$ cat src/rtl/debug_uart_tx_pkg.sv
// Shared constants for the debug UART transmitter: FSM encodings and default framing.
package debug_uart_tx_pkg;

  // Payload width matches the core's operand size.
  localparam int unsigned DefDataWidth  = 8;
  localparam int unsigned DefClksPerBit = 4;

  localparam logic [1:0] StIdle  = 2'd0;
  localparam logic [1:0] StStart = 2'd1;
  localparam logic [1:0] StData  = 2'd2;
  localparam logic [1:0] StStop  = 2'd3;

endpackage

$ cat src/rtl/dbg_sync_fifo.sv
// Small synchronous FIFO with registered occupancy; head word is readable combinationally.
module dbg_sync_fifo #(
  parameter int unsigned DATA_WIDTH = 8,
  parameter int unsigned FIFO_DEPTH = 8,
  parameter int unsigned FIFO_AW    = 3
) (
  input  logic                  clk,
  input  logic                  reset,
  input  logic                  push,
  input  logic [DATA_WIDTH-1:0] push_data,
  input  logic                  pop,
  output logic [DATA_WIDTH-1:0] pop_data,
  output logic                  full,
  output logic                  empty,
  output logic [FIFO_AW:0]      level
);

  localparam logic [FIFO_AW:0] LevelFull = FIFO_DEPTH[FIFO_AW:0];

  logic [DATA_WIDTH-1:0] mem_q [FIFO_DEPTH];
  logic [FIFO_AW-1:0]    wr_ptr_q;
  logic [FIFO_AW-1:0]    rd_ptr_q;
  logic [FIFO_AW:0]      level_q;
  logic                  do_push;
  logic                  do_pop;

  assign full     = (level_q == LevelFull);
  assign empty    = (level_q == '0);
  assign level    = level_q;
  assign pop_data = mem_q[rd_ptr_q];

  // A push into a full queue still lands when a pop frees the head slot this cycle.
  assign do_pop  = pop & ~empty;
  assign do_push = push & (~full | do_pop);

  always_ff @(posedge clk) begin
    if (do_push) begin
      mem_q[wr_ptr_q] <= push_data;
    end
  end

  always_ff @(posedge clk) begin
    if (reset) begin
      wr_ptr_q <= '0;
      rd_ptr_q <= '0;
      level_q  <= '0;
    end else begin
      if (do_push) begin
        wr_ptr_q <= wr_ptr_q + 1'b1;
      end
      if (do_pop) begin
        rd_ptr_q <= rd_ptr_q + 1'b1;
      end
      if (do_push && !do_pop) begin
        level_q <= level_q + 1'b1;
      end else if (!do_push && do_pop) begin
        level_q <= level_q - 1'b1;
      end
    end
  end

endmodule

$ cat src/rtl/debug_uart_tx.sv
// Captures changes on the debug bus into a FIFO and streams each entry out as an 8N1 frame.
module debug_uart_tx
  import debug_uart_tx_pkg::*;
#(
  parameter int unsigned DATA_WIDTH   = DefDataWidth,
  parameter int unsigned CLKS_PER_BIT = DefClksPerBit,
  parameter int unsigned FIFO_DEPTH   = 8,
  parameter int unsigned FIFO_AW      = 3
) (
  input  logic                  clk,
  input  logic                  reset,
  input  logic                  enable,
  input  logic [DATA_WIDTH-1:0] debug_data,
  output logic                  tx,
  output logic                  busy,
  output logic                  overflow,
  output logic [FIFO_AW:0]      fifo_level
);

  localparam int unsigned BaudW = $clog2(CLKS_PER_BIT);
  localparam int unsigned BitW  = (DATA_WIDTH > 1) ? $clog2(DATA_WIDTH) : 1;

  logic [DATA_WIDTH-1:0] prev_data_q;
  logic                  first_seen_q;
  logic                  overflow_q;
  logic [1:0]            state_q, state_d;
  logic [BaudW-1:0]      baud_cnt_q, baud_cnt_d;
  logic [BitW-1:0]       bit_cnt_q, bit_cnt_d;
  logic [DATA_WIDTH-1:0] shift_q, shift_d;
  logic                  tx_q, tx_d;

  logic                  push;
  logic                  pop;
  logic [DATA_WIDTH-1:0] pop_data;
  logic                  fifo_full;
  logic                  fifo_empty;
  logic                  baud_last;
  logic                  bit_last;

  assign push      = enable & (~first_seen_q | (debug_data != prev_data_q));
  assign baud_last = (baud_cnt_q == BaudW'(CLKS_PER_BIT - 1));
  assign bit_last  = (bit_cnt_q == BitW'(DATA_WIDTH - 1));
  // Pops happen from idle or on the final stop-bit cycle, giving gap-free back-to-back frames.
  assign pop = enable & ~fifo_empty &
               ((state_q == StIdle) | ((state_q == StStop) & baud_last));

  dbg_sync_fifo #(
    .DATA_WIDTH(DATA_WIDTH),
    .FIFO_DEPTH(FIFO_DEPTH),
    .FIFO_AW   (FIFO_AW)
  ) u_fifo (
    .clk      (clk),
    .reset    (reset),
    .push     (push),
    .push_data(debug_data),
    .pop      (pop),
    .pop_data (pop_data),
    .full     (fifo_full),
    .empty    (fifo_empty),
    .level    (fifo_level)
  );

  always_comb begin
    state_d    = state_q;
    baud_cnt_d = baud_cnt_q;
    bit_cnt_d  = bit_cnt_q;
    shift_d    = shift_q;
    tx_d       = tx_q;
    if (pop) begin
      state_d    = StStart;
      baud_cnt_d = '0;
      shift_d    = pop_data;
      tx_d       = 1'b0;
    end else begin
      case (state_q)
        StIdle: tx_d = 1'b1;
        StStart: begin
          if (baud_last) begin
            state_d    = StData;
            baud_cnt_d = '0;
            bit_cnt_d  = '0;
            tx_d       = shift_q[0];
          end else begin
            baud_cnt_d = baud_cnt_q + 1'b1;
          end
        end
        StData: begin
          if (baud_last) begin
            baud_cnt_d = '0;
            if (bit_last) begin
              state_d = StStop;
              tx_d    = 1'b1;
            end else begin
              bit_cnt_d = bit_cnt_q + 1'b1;
              shift_d   = shift_q >> 1;
              tx_d      = shift_q[1];
            end
          end else begin
            baud_cnt_d = baud_cnt_q + 1'b1;
          end
        end
        StStop: begin
          if (baud_last) begin
            state_d    = StIdle;
            baud_cnt_d = '0;
            tx_d       = 1'b1;
          end else begin
            baud_cnt_d = baud_cnt_q + 1'b1;
          end
        end
        default: begin
          state_d = StIdle;
          tx_d    = 1'b1;
        end
      endcase
    end
  end

  always_ff @(posedge clk) begin
    if (reset) begin
      state_q      <= StIdle;
      baud_cnt_q   <= '0;
      bit_cnt_q    <= '0;
      shift_q      <= '0;
      tx_q         <= 1'b1;
      prev_data_q  <= '0;
      first_seen_q <= 1'b0;
      overflow_q   <= 1'b0;
    end else begin
      state_q    <= state_d;
      baud_cnt_q <= baud_cnt_d;
      bit_cnt_q  <= bit_cnt_d;
      shift_q    <= shift_d;
      tx_q       <= tx_d;
      if (enable) begin
        prev_data_q  <= debug_data;
        first_seen_q <= 1'b1;
      end
      if (push && fifo_full && !pop) begin
        overflow_q <= 1'b1;
      end
    end
  end

  assign tx       = tx_q;
  assign busy     = (state_q != StIdle);
  assign overflow = overflow_q;

endmodule

$ cat config.mk
export PLATFORM = sky130hd
export DESIGN_NAME = debug_uart_tx
export DESIGN_NICKNAME = d
export VERILOG_FILES = /design/src/rtl/debug_uart_tx_pkg.sv /design/src/rtl/dbg_sync_fifo.sv /design/src/rtl/debug_uart_tx.sv
export SDC_FILE = /design/constraint.sdc
export NUM_CORES = 1
export LEC_CHECK = 0
export ABC_AREA = 1
export CAP_MARGIN = 20
export CORE_MARGIN = 5
export CORE_UTILIZATION = 50
export CTS_CLUSTER_SIZE = 16
export DETAILED_ROUTE_END_ITERATION = 10
export PLACE_DENSITY = 0.68
export RECOVER_POWER = 25
export SYNTH_ARGS = -nofsm -noshare
export SYNTH_HDL_FRONTEND = slang
export SYNTH_SLANG_ARGS = --single-unit
$ cat constraint.sdc
create_clock -name clk -period 5.75 [get_ports clk]
set_input_delay 0.8625 -clock clk [delete_from_list [all_inputs] [get_ports clk]]
set_output_delay 0.8625 -clock clk [all_outputs]
set_load 0.01 [all_outputs]
==> impl_metrics.env, run 1 <==
export IMPL_outcome="complete, no violations"
export IMPL_synth_top_family_by_area="compound AO/OA/AOI/OAI gates"
export IMPL_crit_path_start_kind="input port"
export IMPL_grt_total_usage_pct=17.0
export IMPL_regToRegEndpoint="u_fifo.level[3]"
export IMPL_grt_max_degree=34
export IMPL_slew_violations=0
export IMPL_insertedDiodeCount=0
export IMPL_crit_type="input port to register"
export IMPL_drt_wl_total_um=8840
export IMPL_tns_ns=0
export IMPL_start_util_pct=51.0
export IMPL_hpwlAfterDp_um=5930
export IMPL_rsz0062_at_grt="no"
export IMPL_viasPerCell=5.49
export IMPL_worstPathArrival_ns=3.75
export IMPL_place_gp_congestion=0.780
export IMPL_portBuffers=17
export IMPL_wl_per_cell_um=15.6
export IMPL_htreeDepth=3
export IMPL_fin_crit_sh_pct=60.9
export IMPL_critPathRequiredTime_ns=6.00
export IMPL_die_w_um=104
export IMPL_mostFrequentLayoutCell="o21ai_0"
export IMPL_drtPass1Iterations=4
export IMPL_ff2ff_path_depth=18
export IMPL_clock_latency_ns=0.36
export IMPL_drc=0
export IMPL_worst_slew_pin_transition_ns=0.919
export IMPL_hold_viol_final=0
export IMPL_cts_tree="done"
export IMPL_holdWs_ns=0.463
export IMPL_grtUsageMet2_pct=26.6
export IMPL_ir_drop_mv=0.190
export IMPL_maxCapViolCount=0
export IMPL_p_leak_nw=1.80
export IMPL_dpl_cell_area_um2=4660
export IMPL_synthMuxAreaShare_pct=0
export IMPL_ys_seq_area_share_pct=61.4
export IMPL_fmax_mhz=286
export IMPL_yosys_area_share_simple_pct=13.0
export IMPL_cts_hold_buf=0
export IMPL_synth_nets=461
export IMPL_synth_xor_area_share_pct=0.796
export IMPL_drtIter0Drc=201
export IMPL_crit_path_start="debug_data[0]"
export IMPL_synth_compound_area_share_pct=15.0
export IMPL_ant_nets=0
export IMPL_synthAdderAreaFrac_pct=4.15
export IMPL_netlist_instances=436
export IMPL_ys_warn_count=0
export IMPL_fp_coreArea_um2=8640
export IMPL_synth_cell_types=27
export IMPL_report_power_total_w=0.00201
export IMPL_max_slew_margin_pct=38.7
export IMPL_cts_setup_buffers=0
export IMPL_clock_root_buffer="clkbuf_8"
export IMPL_holdPathEnd="overflow"
export IMPL_num_fill_cells=746
export IMPL_synth_seq_cells=103
export IMPL_setup_viol=0
export IMPL_drive_gt1_share_pct=5.46
export IMPL_nets=478
export IMPL_stdcell_area_um2=4840
export IMPL_hold_class="register to register"
export IMPL_row_count=34
export IMPL_hp_start="overflow"
export IMPL_skew_ns=0.0128
export IMPL_pin_count=18
export IMPL_cts_max_path_buffers=2
export IMPL_busiest_layer="met2"
export IMPL_layout_common_cells="66 x o21ai_0, 64 x edfxtp_1, 63 x nor2_1, 43 x inv_1"
export IMPL_p_per_area_nw_per_um2=415
export IMPL_endpoint_kind="register"
export IMPL_grt_pass1_wl_um=14700
export IMPL_finalCriticalPeriod_ns=3.50
export IMPL_netlist_area_um2=4400
export IMPL_via_count=3108
export IMPL_r2r_slack_ns=2.92
export IMPL_cts_clk_slew_worst_paths_ns=0.10
export IMPL_use_met1_pct=23.7
export IMPL_antenna_found_initial=0
export IMPL_holdPathStages=2
export IMPL_overflow=0
export IMPL_synth_area_per_cell_um2=10.1
export IMPL_utilization_pct=56.0
export IMPL_clock_sinks=103
export IMPL_syn_to_final_growth_pct=9.89
export IMPL_first_global_vias=2968
export IMPL_cts_buffers=9
export IMPL_cp_max_fo=9
export IMPL_fp_dieH_um=104
export IMPL_grt_use_met3_pct=2.92
export IMPL_rr_startpoint="state_q[0]"
export IMPL_die_area_um2=10800
export IMPL_post_cts_resized=0
==> worst max path at each step <==
stage / slack (ns) / end / cells past startpoint
3_5_place_dp: 2.02 / u_fifo.level[3] / 18
4_1_cts: 2.40 / u_fifo.level[3] / 18
5_1_grt: 2.11 / u_fifo.level[3] / 18
6_report: 2.25 / u_fifo.level[3] / 18
3_3_place_gp: 2.05 / u_fifo.mem_q[2][6] / 8
2_1_floorplan: 2.99 / u_fifo.level[3] / 16
==> metal layers <==
metal / part of all wire, % / up-vias
met5: 0 / -
met4: 1.8 / 0
met3: 3.1 / 10
met2: 47 / 52
met1: 48 / 1495
li1: - / 1551
==> synthesized netlist by cell type <==
master	instances	area (um^2)
a21oi_1	35	175
edfxtp_1	64	1920
o211ai_1	9	67.6
or2_2	1	6.26
clkbuf_2	1	5.00
clkbuf_1	5	18.8
nand2_1	39	146
buf_6	1	11.3
nand3_1	14	70.1
nor2_1	63	236
o21ai_0	66	330
nand3_2	1	10.0
a31oi_1	1	6.26
nand4_1	6	37.5
ha_1	13	163
nand2_2	2	12.5
nor3_1	7	35.0
nand3_4	1	17.5
o221ai_1	8	70.1
dfxtp_1	39	781
o21ai_1	1	5.00
a211oi_1	1	7.51
buf_2	10	50.1
xnor2_1	2	17.5
xor2_1	2	17.5
inv_1	43	161
fa_1	1	20.0
==> state kept, by name (all words and copies together) (netlist names), named ones only <==
signal	count
state_q	2
baud_cnt_q	2
first_seen_q	1
u_fifo.wr_ptr_q	3
u_fifo.level	4
u_fifo.rd_ptr_q	3
bit_cnt_q	3
u_fifo.mem_q	64
prev_data_q	8
overflow	1
tx	1
shift_q	8
==> cells by family after synthesis <==
group	Yosys count
compound gates	121
simple gates	134
fa+ha+maj	14
flops	103
buf+inv	60
xor+xnor	4
==> worst max-delay path: stages <==
cell and delay, ns:
dlygate4sd3_1 0.74, inv_1 0.12, or2_2 0.28, nand3_1 0.07, nor2_1 0.04, nand2_1 0.16
nand3_4 0.14, inv_1 0.10, ha_1 0.17, inv_1 0.10, ha_1 0.34, nand2_1 0.08
nor2_1 0.14, nor2_1 0.05, nand2_1 0.06, nand3_1 0.09, o21ai_0 0.16, a21oi_1 0.05
==> power by group <==
| group | switching [W] | internal [W] |
|---|---|---|
| Sequential | 0.0000738 | 0.000885 |
| Clock | 0.000256 | 0.000163 |
| Combinational | 0.000393 | 0.000234 |
==> cell type report <==
type | count | area (um^2) | area share (%)
multi-input combinational | 273 | 1450 | 30.0
clock inverter | 7 | 53.8 | 1.11
clock buffer | 9 | 124 | 2.56
tap | 108 | 135 | 2.79
timing repair buffer | 23 | 208 | 4.29
sequential | 103 | 2700 | 55.9
inverter | 43 | 161 | 3.34
==> metrics by stage <==
stage | worst slack, ns | instances
6_report | 2.25 | 566
5_1_grt | 2.11 | 566
4_1_cts | 2.40 | 566
3_5_place_dp | 2.02 | 550
3_3_place_gp | 2.05 | 547
2_1_floorplan | 2.99 | 436
Note: power is estimated with default switching activity, not from simulation.
==> run 2, diff against run 1 <==
--- a/config.mk
+++ b/config.mk
@@ -11,7 +11,7 @@
 export CORE_UTILIZATION = 50
 export CTS_CLUSTER_SIZE = 16
 export DETAILED_ROUTE_END_ITERATION = 10
-export PLACE_DENSITY = 0.68
+export PLACE_DENSITY = 0.7
 export RECOVER_POWER = 25
 export SYNTH_ARGS = -nofsm -noshare
 export SYNTH_HDL_FRONTEND = slang
==> constraint.sdc (replaced) <==
create_clock -name clk -period 2.9 [get_ports clk]
set_input_delay 0.435 -clock clk [delete_from_list [all_inputs] [get_ports clk]]
set_output_delay 0.435 -clock clk [all_outputs]
set_load 0.01 [all_outputs]
==> impl_metrics.env, run 2 (synthesis gave the netlist of run 1 again) <==
export IMPL_die_w_um=104
export IMPL_crit_path_top_delay_cell="dfxtp_1"
export IMPL_clock_latency_ns=0.37
export IMPL_fin_cells=585
export IMPL_reg_largest_list="u_fifo.mem_q: 64 flops, prev_data_q: 8 flops, shift_q: 8 flops"
export IMPL_drtPass1Iterations=4
export IMPL_cts_buffers=9
export IMPL_cts_max_path_buffers=2
export IMPL_fin_crit_sh_pct=92.1
export IMPL_critPathTopFamily="adder cells"
export IMPL_p_leak_nw=1.86
export IMPL_worst_slew_pin_transition_ns=0.695
export IMPL_first_global_vias=2992
export IMPL_fp_coreArea_um2=8640
export IMPL_drc=0
export IMPL_hold_viol_final=0
export IMPL_antenna_found_initial=0
export IMPL_utilization_pct=57.5
export IMPL_endpoint_kind="register"
export IMPL_crit_type="register to register"
export IMPL_start_util_pct=51.0
export IMPL_pre_cts_slack_ns=-0.00139
export IMPL_num_fill_cells=744
export IMPL_drive_gt1_share_pct=8.60
export IMPL_ff2ff_path_depth=17
export IMPL_grt_max_degree=33
export IMPL_worstPathArrival_ns=2.93
export IMPL_layout_common_cells="66 x o21ai_0, 64 x edfxtp_1, 63 x nor2_1, 43 x inv_1, 39 x nand2_1"
export IMPL_fmax_mhz=374
export IMPL_pin_count=18
export IMPL_dp_cells=569
export IMPL_maxCapViolCount=0
export IMPL_max_slew_margin_pct=53.6
export IMPL_crit_path_frequent_cell="inv_1"
export IMPL_nets=497
export IMPL_crit_path_start_kind="register"
export IMPL_p_per_area_nw_per_um2=805
export IMPL_mostFrequentLayoutCell="o21ai_0"
export IMPL_hpwlAfterDp_um=5990
export IMPL_regToRegEndpoint="u_fifo.level[3]"
export IMPL_syn_to_final_growth_pct=12.8
export IMPL_grt_pass1_wl_um=14500
export IMPL_clock_root_buffer="clkbuf_8"
export IMPL_tns_ns=0
export IMPL_place_gp_congestion=0.834
export IMPL_fin_ws_ns=0.230
export IMPL_setup_viol=0
export IMPL_slowest_delay_ns=0.34
export IMPL_cts_hold_buf=0
export IMPL_r2r_slack_ns=0.23
export IMPL_ant_nets=0
export IMPL_crit_chain="inv_1, ha_2, inv_1, o21ai_1, nand3_2, nand2_1, nand3_4, inv_1, ha_1, inv_1, ha_1, nand2_1, nand2_1, o21ai_0, nand3_1, o21ai_0, a21oi_1"
export IMPL_cts_clk_slew_worst_paths_ns=0.09
export IMPL_ir_drop_mv=0.448
export IMPL_row_count=34
export IMPL_grt_total_usage_pct=16.8
export IMPL_hold_class="register to register"
export IMPL_critPathRequiredTime_ns=3.16
export IMPL_via_count=3197
export IMPL_finalCriticalPeriod_ns=2.67
export IMPL_portBuffers=17
export IMPL_htreeDepth=3
export IMPL_outcome="complete, no violations"
export IMPL_crit_path_start="state_q[0]"
export IMPL_crit_cells=17
export IMPL_skew_ns=0.0143
export IMPL_viasPerCell=5.46
export IMPL_insertedDiodeCount=0
export IMPL_wl_per_cell_um=15.3
export IMPL_die_area_um2=10800
export IMPL_drtIter0Drc=229
export IMPL_largest_reg_flops=64
export IMPL_cts_setup_buffers=0
export IMPL_overflow=0
export IMPL_cp_max_fo=4
export IMPL_rsz0062_at_grt="no"
export IMPL_drt_wl_total_um=8950
export IMPL_fp_dieH_um=104
export IMPL_crit_buf_inv=4
export IMPL_slew_violations=0
export IMPL_clock_sinks=103
export IMPL_regMostFlops="u_fifo.mem_q"
export IMPL_rr_startpoint="state_q[0]"
export IMPL_endpoint="u_fifo.level[3]"
export IMPL_cts_tree="done"
run 2: worst register-to-register path: cells and delay by family, from the launching register on:
kind | cells | cell delay, ns
buf+inv | 4 | 0.37
fa+ha+maj | 3 | 0.72
compound gates | 4 | 0.52
flops | 1 | 0.34
simple gates | 6 | 0.63
run 2: repair_timing:
action | CTS | global route
hold endpoints to repair | 0 | 0
setup endpoints to repair | 0 | 1
gates resized for setup | 0 | 2
run 2: per-layer routing:
metal	up-vias	track usage (%)	share of wire [%]
li1	1593	-	-
met1	1506	22.5	45
met2	86	27.3	49
met3	12	2.99	4.9
met4	0	6.38	1.6
met5	-	0	0
run 2: metrics by stage:
stage	total power, W	hold slack (ns)	cell area [um^2]
2_1_floorplan	0.00281	0.412	4400
3_3_place_gp	0.00317	0.425	4810
3_5_place_dp	0.00322	0.437	4810
4_1_cts	0.00402	0.457	4980
5_1_grt	0.00428	0.474	4960
6_report	0.00400	0.457	4960
run 2: power breakdown:
group          internal, W  total [W]  switching (W)
registers          0.00176    0.00189       0.000130
clock network     0.000336   0.000813       0.000477
logic             0.000496    0.00130       0.000801
total              0.00259    0.00400        0.00141
run 2: layout make-up:
class	instances	area (um^2)	share of cell area, %
clock inverter	5	33.8	0.680
timing repair buffer	42	335	6.75
multi-input combinational	273	1450	29.3
clock buffer	11	141	2.85
tap	108	135	2.72
inverter	43	161	3.25
sequential	103	2700	54.5
run 2: how the worst min path moves through the flow:
stage / from / slack (ns) / end / depth (start not counted)
floorplan: u_fifo.rd_ptr_q[2] / 0.41 / register / 1
global placement: u_fifo.rd_ptr_q[2] / 0.42 / register / 1
detailed placement: u_fifo.rd_ptr_q[2] / 0.44 / register / 1
CTS: u_fifo.rd_ptr_q[2] / 0.46 / register / 1
global route: u_fifo.rd_ptr_q[2] / 0.47 / register / 1
finish: u_fifo.rd_ptr_q[2] / 0.46 / register / 1
==> run 3, diff against run 2 <==
--- a/config.mk
+++ b/config.mk
@@ -11,8 +11,7 @@
 export CORE_UTILIZATION = 50
 export CTS_CLUSTER_SIZE = 16
 export DETAILED_ROUTE_END_ITERATION = 10
-export PLACE_DENSITY = 0.7
-export RECOVER_POWER = 25
+export PLACE_DENSITY = 0.68
 export SYNTH_ARGS = -nofsm -noshare
 export SYNTH_HDL_FRONTEND = slang
 export SYNTH_SLANG_ARGS = --single-unit
==> constraint.sdc (replaced) <==
create_clock -name clk -period 2.7 [get_ports clk]
set_input_delay 0.405 -clock clk [delete_from_list [all_inputs] [get_ports clk]]
set_output_delay 0.405 -clock clk [all_outputs]
set_load 0.01 [all_outputs]
==> impl_metrics.env, run 3 (synthesis gave the netlist of run 1 again) <==
export IMPL_grt_max_degree=33
export IMPL_multi_input_area_um2=1470
export IMPL_fp_coreArea_um2=8640
export IMPL_antenna_found_initial=0
export IMPL_stdcell_area_um2=5060
export IMPL_slowest_delay_ns=0.37
export IMPL_drive_gt1_share_pct=11.6
export IMPL_largest_reg_flops=64
export IMPL_ant_nets=0
export IMPL_crit_path_frequent_cell="inv_1"
export IMPL_wl_per_cell_um=14.4
export IMPL_hp_start="u_fifo.rd_ptr_q[2]"
export IMPL_finalCriticalPeriod_ns=2.52
export IMPL_worstPathArrival_ns=2.77
export IMPL_holdWs_ns=0.441
export IMPL_outcome="complete, no violations"
export IMPL_layout_common_cells="65 x o21ai_0, 64 x edfxtp_1, 62 x nor2_1, 42 x inv_1"
export IMPL_r2r_slack_ns=0.18
export IMPL_regMostFlops="u_fifo.mem_q"
export IMPL_fmax_mhz=398
export IMPL_place_gp_congestion=0.824
export IMPL_p_per_area_nw_per_um2=876
export IMPL_via_count=3109
export IMPL_reg_largest_list="u_fifo.mem_q: 64 flops, prev_data_q: 8 flops, shift_q: 8 flops"
export IMPL_crit_chain="ha_2, inv_1, o21ai_2, nand3_2, nand2_2, nand3_4, inv_1, ha_1, inv_1, ha_1, nand2_1, nand2_1, o21ai_0, nand3_1, o21ai_1, a21oi_1"
export IMPL_pin_count=18
export IMPL_p_leak_nw=1.91
export IMPL_rr_startpoint="baud_cnt_q[0]"
export IMPL_nets=501
export IMPL_cts_tree="done"
export IMPL_max_slew_margin_pct=37.3
export IMPL_syn_to_final_growth_pct=14.9
export IMPL_slew_violations=0
export IMPL_skew_ns=0.0177
export IMPL_grt_total_usage_pct=16.3
export IMPL_num_fill_cells=741
export IMPL_row_count=34
export IMPL_ff_latch_area_um2=2700
export IMPL_grt_pass1_wl_um=14300
export IMPL_portBuffers=17
export IMPL_clock_sinks=103
export IMPL_first_global_vias=3043
export IMPL_hold_class="register to register"
export IMPL_start_util_pct=51.0
export IMPL_drt_wl_total_um=8500
export IMPL_drtPass1Iterations=4
export IMPL_ir_drop_mv=0.486
export IMPL_hpwlAfterDp_um=5870
export IMPL_die_area_um2=10800
export IMPL_drtIter0Drc=133
export IMPL_endpoint_kind="register"
export IMPL_report_power_total_w=0.00443
export IMPL_fin_crit_sh_pct=93.2
export IMPL_htreeDepth=3
export IMPL_setup_viol=0
export IMPL_overflow=0
export IMPL_viasPerCell=5.28
export IMPL_clock_root_buffer="clkbuf_8"
export IMPL_crit_buf_inv=3
export IMPL_cp_max_fo=4
export IMPL_cts_buffers=9
export IMPL_crit_path_start_kind="register"
export IMPL_regToRegEndpoint="u_fifo.level[3]"
export IMPL_cts_max_path_buffers=2
export IMPL_worst_slew_pin_transition_ns=0.939
export IMPL_drc=0
export IMPL_crit_type="register to register"
export IMPL_insertedDiodeCount=0
export IMPL_clock_latency_ns=0.37
export IMPL_dpl_cell_area_um2=4840
export IMPL_mostFrequentLayoutCell="o21ai_0"
export IMPL_holdPathStages=1
export IMPL_crit_path_top_delay_cell="dfxtp_1"
export IMPL_hold_viol_final=0
export IMPL_fp_dieH_um=104
export IMPL_cts_hold_buf=0
export IMPL_critPathTopFamily="adder cells"
export IMPL_maxCapViolCount=0
export IMPL_ff2ff_path_depth=16
export IMPL_die_w_um=104
export IMPL_cts_clk_slew_worst_paths_ns=0.09
export IMPL_critPathRequiredTime_ns=2.95
[run 3: worst reg2reg max path: cells and delay by family (launching register included)]
family	cells	cell delay [ns]
flip-flops	1	0.37
buffers and inverters	3	0.24
AND/OR/NAND/NOR	6	0.59
AO/OA/AOI/OAI	4	0.53
adder cells (fa/ha/maj)	3	0.70
[run 3: final cells by class]
cell class,count,share of cell area [%]
Clock buffer,10,2.52
Clock inverter,6,1.48
Inverter,43,3.19
Multi-Input combinational cell,273,29.0
Sequential cell,103,53.5
Tap cell,108,2.67
Timing Repair Buffer,46,7.67
[run 3: worst max path at each step]
stage / from / end / slack [ns] / depth (start not counted)
global placement: debug_data[7] / u_fifo.level[3] / -0.06 / 19
CTS: state_q[0] / u_fifo.level[3] / 0.01 / 17
finish: baud_cnt_q[0] / u_fifo.level[3] / 0.18 / 16
floorplan: state_q[0] / u_fifo.level[3] / 0.22 / 17
global route: baud_cnt_q[0] / u_fifo.level[3] / -0.009 / 16
detailed placement: debug_data[0] / u_fifo.level[3] / -0.19 / 17
[run 3: through the flow]
step / TNS, ns / setup WS [ns] / utilization (%) / instances
floorplan: 0 / 0.220 / - / 436
global placement: -0.0695 / -0.0600 / 56.0 / 573
detailed placement: -0.315 / -0.190 / 56.0 / 573
CTS: 0 / 0.0135 / 58.4 / 589
global route: -0.00914 / -0.00914 / 58.5 / 589
finish: 0 / 0.184 / 58.5 / 589
[run 3: report_power, final]
| group | total [W] | switching, W | internal, W | leakage, nW |
|---|---|---|---|---|
| clock | 0.000975 | 0.000532 | 0.000444 | 0.0994 |
| sequential | 0.00202 | 0.000131 | 0.00189 | 0.903 |
| combinational | 0.00144 | 0.000881 | 0.000558 | 0.907 |
| total | 0.00443 | 0.00154 | 0.00289 | 1.91 |
[run 3: routing by layer]
layer  vias up  GRT usage (%)  part of all wire [%]
li1       1597              -                     -
met1      1454           21.1                    45
met2        45           27.3                    49
met3        13           2.55                   3.8
met4         0           6.75                   2.2
met5         -              0                     0
[run 3: timing repair]
action,4_1_cts,5_1_grt
setup buffers,0,0
endpoints found under the setup margin,1,3
hold endpoints to repair,0,0
resized for setup,1,7
gates cloned,0,0
